### config.mk
export PLATFORM = sky130hd
export DESIGN_NAME = pulse_meter
export DESIGN_NICKNAME = d
export VERILOG_FILES = /design/src/rtl/pulse_meter.sv
export SDC_FILE = /design/constraint.sdc
export NUM_CORES = 1
export LEC_CHECK = 0
export ABC_AREA = 1
export CAP_MARGIN = 20
export CELL_PAD_IN_SITES_DETAIL_PLACEMENT = 1
export CELL_PAD_IN_SITES_GLOBAL_PLACEMENT = 1
export CORE_MARGIN = 5
export CORE_UTILIZATION = 44
export CTS_CLUSTER_SIZE = 25
export DETAILED_ROUTE_END_ITERATION = 8
export PLACE_DENSITY_LB_ADDON = 0.05
export SYNTH_ARGS = -nofsm -noshare
export SYNTH_HDL_FRONTEND = slang
export SYNTH_SLANG_ARGS = --single-unit
### constraint.sdc
create_clock -name clk -period 2.6 [get_ports clk]
set_clock_uncertainty 0.05 [all_clocks]
set_input_delay 0.52 -clock clk [delete_from_list [all_inputs] [get_ports clk]]
set_output_delay 0.52 -clock clk [all_outputs]
set_load 0.005 [all_outputs]
### src/rtl/pulse_meter.sv
// pulse_meter: measures the interval, in clock cycles, between successive
// pulses on in_pulse and offers each result on a valid/ready output.
// Optional input conditioning is enabled with macro PULSE_METER_SYNC_EN
// (2-flop synchronizer plus rising-edge detector); without it in_pulse is
// used directly as a same-clock strobe.
// rst is asynchronous and active-low; clr is the synchronous clear.
module pulse_meter #(
  parameter int W       = 16,
  parameter int TIMEOUT = 1000
) (
  input  logic         clk,
  input  logic         rst,
  input  logic         in_pulse,
  input  logic         clr,
  output logic [W-1:0] period,
  output logic         period_valid,
  input  logic         period_ready,
  output logic         timeout,
  output logic         overrun
);

  typedef enum logic [0:0] {
    IDLE    = 1'b0,
    MEASURE = 1'b1
  } state_t;

  localparam logic [W-1:0] TMO_C  = W'(TIMEOUT);
  localparam logic [W-1:0] ONE_C  = {{(W-1){1'b0}}, 1'b1};
  localparam logic [W-1:0] ZERO_C = {W{1'b0}};

  state_t       state_r;
  state_t       state_nxt_s;
  logic [W-1:0] cnt_r;
  logic [W-1:0] period_r;
  logic         valid_r;
  logic         timeout_r;
  logic         overrun_r;
  logic         pulse_s;
  logic         start_s;
  logic         load_s;
  logic         inc_s;
  logic         expire_s;

`ifdef PULSE_METER_SYNC_EN
  logic sync1_r;
  logic sync2_r;
  logic prev_r;

  // Synchronize in_pulse and keep the previous level for edge detection.
  always_ff @(posedge clk or negedge rst) begin
    if (!rst) begin
      sync1_r <= 1'b0;
      sync2_r <= 1'b0;
      prev_r  <= 1'b0;
    end else begin
      sync1_r <= in_pulse;
      sync2_r <= sync1_r;
      prev_r  <= sync2_r;
    end
  end

  // A high level of any length yields a single pulse on its rising edge.
  assign pulse_s = sync2_r & ~prev_r;
`else
  // Same-clock strobe: every high cycle is a pulse.
  assign pulse_s = in_pulse;
`endif

  // State register.
  always_ff @(posedge clk or negedge rst) begin
    if (!rst) begin
      state_r <= IDLE;
    end else begin
      state_r <= state_nxt_s;
    end
  end

  // Next-state logic; clr wins over any pulse in the same cycle.
  always_comb begin
    state_nxt_s = state_r;
    if (clr) begin
      state_nxt_s = IDLE;
    end else begin
      case (state_r)
        IDLE: begin
          if (pulse_s) state_nxt_s = MEASURE;
          else         state_nxt_s = IDLE;
        end
        MEASURE: begin
          if (pulse_s)              state_nxt_s = MEASURE;
          else if (cnt_r == TMO_C)  state_nxt_s = IDLE;
          else                      state_nxt_s = MEASURE;
        end
        default: state_nxt_s = IDLE;
      endcase
    end
  end

  // Control decode: start, load result, count, or expire.
  always_comb begin
    start_s  = 1'b0;
    load_s   = 1'b0;
    inc_s    = 1'b0;
    expire_s = 1'b0;
    if (clr) begin
      start_s = 1'b0;
    end else begin
      case (state_r)
        IDLE: begin
          start_s = pulse_s;
        end
        MEASURE: begin
          if (pulse_s)             load_s   = 1'b1;
          else if (cnt_r == TMO_C) expire_s = 1'b1;
          else                     inc_s    = 1'b1;
        end
        default: start_s = 1'b0;
      endcase
    end
  end

  // Interval counter: 1 after a pulse, saturates by expiring at TIMEOUT.
  always_ff @(posedge clk or negedge rst) begin
    if (!rst) begin
      cnt_r <= ZERO_C;
    end else if (clr || expire_s) begin
      cnt_r <= ZERO_C;
    end else if (start_s || load_s) begin
      cnt_r <= ONE_C;
    end else if (inc_s) begin
      cnt_r <= cnt_r + ONE_C;
    end else begin
      cnt_r <= cnt_r;
    end
  end

  // Timeout strobe, high for the single cycle after expiry.
  always_ff @(posedge clk or negedge rst) begin
    if (!rst) begin
      timeout_r <= 1'b0;
    end else begin
      timeout_r <= expire_s;
    end
  end

  // Result holding register with valid/ready handshake and overrun flag.
  always_ff @(posedge clk or negedge rst) begin
    if (!rst) begin
      period_r  <= ZERO_C;
      valid_r   <= 1'b0;
      overrun_r <= 1'b0;
    end else if (clr) begin
      valid_r   <= 1'b0;
      overrun_r <= 1'b0;
    end else if (load_s) begin
      if (!valid_r || period_ready) begin
        period_r <= cnt_r;
        valid_r  <= 1'b1;
      end else begin
        overrun_r <= 1'b1;
      end
    end else if (valid_r && period_ready) begin
      valid_r <= 1'b0;
    end else begin
      valid_r <= valid_r;
    end
  end

  assign period       = period_r;
  assign period_valid = valid_r;
  assign timeout      = timeout_r;
  assign overrun      = overrun_r;

endmodule
==> summary.txt <==
Worst setup path
  – WS Path Type: primary input to flop
  – Crit-path max cell delay: 500 ps
  – WP data arrival: 2010 ps
  – CP endpoint kind: flop
  – Worst Path Buf+Inv: 1
  – Critical Path Start Type: primary input
  – CP startpoint: in_pulse
  – Crit-path leading delay family: simple AND/OR/NAND/NOR gates
  – CP max FO: 28
  – Slowest-stage cell, CP: clkdlybuf4s50_1
  – R2r startpoint: cnt_r[0]
  – Critical path data required time: 2730 ps
  – CP cell instances: clkdlybuf4s50_1 > nand2_1 > nor2_1 > nand2_2 > mux2_2

Clock tree
  – CTS Buf Count: 5
  – Post-CTS Setup Repair Bufs: 0
  – Clock tree from TritonCTS: built
  – Hold_buf cts: 0
  – Clock Sinks: 36
  – Max Buffers Root-to-Sink: 2
  – Cts repair resizes: 0
  – H-tree levels: 2
  – Root Buffer: clkbuf_8
  – Clock transition at path regs: 60 ps
  – Clk_lat worst skew: 290 ps

Finish
  – Fraction of layout cells with a size suffix above 1: 0.1423
  – Area Overhead vs Synth: 20.07%
  – # diodes: 0
  – Fillers: 477
  – Most common cell after layout, fill and taps aside: nand2_1
  – Final instance area: 2171 um2
  – Most frequent cells in the layout: 50 x nand2_1, 36 x dfrtp_1, 24 x nor2_1
  – NumNets Final: 246

GRT
  – Initial antenna violation count: 0
  – First-pass GRT wire length: 7.576 mm
  – GR Overflow Total: 0
  – Vias in the first global route: 1571
  – Pin count of the biggest net entering global routing: 37
  – Total track usage: 0.1836

Placed design
  – HPWL Detailed: 3.462 mm
  – Placed inst area: 2074 um2
  – IO buf count: 23
  – Pre-CTS worst setup slack: 432.6 ps
  – Placer Congestion: 0.8169

Timing
  – Rel. slew slack: 0.6960
  – Endpoints failing hold: 0
  – Total negative setup slack: 0 ps
  – RSZ-0062 raised after global routing: no
  – Worst-Margin Slew: 455.9 ps
  – Count of final setup violators: 0
  – Tcrit/Tclk final: 0.7228
  – Min Tclk post-route: 1879 ps
  – Peak Freq: 532.1 MHz
  – Final worst setup slack: 720.8 ps
  – Hold WS: 433.3 ps
  – Slew Viols, Final: 0

Logic synthesis
  – Mean Syn Cell Area: 8.528 um2
  – Largest family of logic cells by synthesized area: simple AND/OR/NAND/NOR gates
  – FF+latch count, synth: 36
  – Post-synthesis sequential area ratio: 0.4983
  – Post-Syn Nets: 219
  – Mapped cell area: 1808 um2
  – Synth Area in Simple Gates: 0.3163
  – Synth cell types: 26
  – Synth warn: 0
  – Post-synthesis adder-cell area fraction: 0.01384
  – Post-Syn Instances: 212
  – Mux cell area share after synthesis: 0.02491
  – Synth Area in Compound Gates: 0.04913
  – Xor and xnor area share after synthesis: 0.02907

Floorplanning
  – Die W: 74.10 um
  – Die H: 74.10 um
  – Initial core utilization: 0.4520
  – Num rows: 23
  – Die area: 5491 um2
  – IO Pins: 24
  – Core area: 4000 um2

Routing
  – Via Count: 1490
  – # DRC: 0
  – Via/cell ratio: 5.156
  – Drt first pass iters: 4
  – 1st-iter DRT viols: 86
  – Final WL: 4.496 mm
  – Drt wl/cell: 15.56 um
  – ANT nets after route: 0

Status
  – Status: finished clean

Power and ir drop
  – Clk pwr share: 0.388
  – Total Power: 1.102 mW
  – Sw Pwr: 0.2591 mW
  – Reg power frac: 0.530
  – LEAKAGE: 0.9217 nW
  – Sw Ratio: 0.2351
  – Peak supply drop: 0.2714 mV
  – Comb pwr share: 0.082
  – Pwr Density: 507.7 nW/um2
  – Internal power: 0.8430 mW

Worst hold path
  – Hold crit path type: flop to flop
  – Hold Startpoint: period[8]

Job
  – Max Cap Viol: 0
Yosys cell counts:
| library cell | instances | area share |
|---|---|---|
| xor2_1 | 4 | 0.019 |
| inv_2 | 2 | 0.0042 |
| clkbuf_1 | 1 | 0.0021 |
| nor2_1 | 24 | 0.050 |
| nand3b_1 | 1 | 0.0042 |
| xnor2_1 | 2 | 0.0097 |
| buf_2 | 2 | 0.0055 |
| nor2_2 | 12 | 0.042 |
| nand2_4 | 1 | 0.0062 |
| o21ai_0 | 13 | 0.036 |
| nand4_1 | 13 | 0.045 |
| a21oi_1 | 1 | 0.0028 |
| ha_1 | 2 | 0.014 |
| nand3_1 | 8 | 0.022 |
| a22o_1 | 1 | 0.0048 |
| dfrtp_1 | 36 | 0.50 |
| nor3_2 | 1 | 0.0055 |
| o21ai_1 | 2 | 0.0055 |
| nand2_1 | 50 | 0.10 |
| buf_12 | 1 | 0.011 |
| inv_1 | 22 | 0.046 |
| nor3_1 | 3 | 0.0083 |
| nand2_2 | 4 | 0.014 |
| nor2_4 | 1 | 0.0062 |
| nand3_4 | 1 | 0.0097 |
| mux2_2 | 4 | 0.025 |
routing by layer:
layer	global-route usage	routed length, um	up-vias
met5	0	0	-
met4	0.07042	93	0
met3	0.04189	189	10
met2	0.3041	2098	25
met1	0.2337	2114	721
li1	-	-	734
final timing paths:
kind	endpoint	slack [ps]	cells after the start
hold / removal	period[8]	430	2
min in group asynchronous	timeout	610	2
setup / recovery	period[7]	720	5
max in group asynchronous	period[11]	1580	2
setup reg to reg	cnt_r[10]	950	7
hold reg to reg	period[8]	430	2
flip-flops by register name, summed over array words and instances (netlist names):
signal / cells
period_valid: 1
timeout: 1
cnt_r: 16
overrun: 1
state_r: 1
period: 16
cells by family (layout without fill, tap and decap cells):
| family | Yosys count | in the layout |
|---|---|---|
| compound gates | 17 | 17 |
| xor+xnor | 6 | 6 |
| fa+ha+maj | 2 | 2 |
| buf+inv | 28 | 55 |
| flops | 36 | 36 |
| mux | 4 | 4 |
| simple gates | 119 | 119 |
worst register-to-register path: cells and delay by family, from the launching register on:
family,cells,cell delay (ps)
and+or+nand+nor,4,580
DFF,1,450
adders and majority gates,1,260
AOI/OAI and AO/OA,1,170
buffers and inverters,1,70
power by group through the flow:
stage / registers [mW] / clock network, mW / logic [mW]
floorplan: 0.592 / 0 / 0.0474
global placement: 0.594 / 0 / 0.0870
detailed placement: 0.594 / 0 / 0.0913
CTS: 0.584 / 0.435 / 0.0924
global route: 0.585 / 0.468 / 0.0996
finish: 0.584 / 0.428 / 0.0900
per-stage QoR:
step                      std cells  utilization
after global placement          282       0.5186
after floorplan                 212            -
final                           289       0.5427
after detailed placement        282       0.5186
after CTS                       289       0.5427
after global routing            289       0.5427
layout make-up:
class / count / area [um2] / share of cell area
multi-input combinational: 148 / 783.3 / 0.3608
inverter: 24 / 90.09 / 0.04150
clock buffer: 7 / 96.34 / 0.04438
tap: 50 / 62.56 / 0.02882
sequential: 36 / 900.9 / 0.4150
timing repair buffer: 24 / 237.7 / 0.1095
Power figures use the tool's default switching activity.
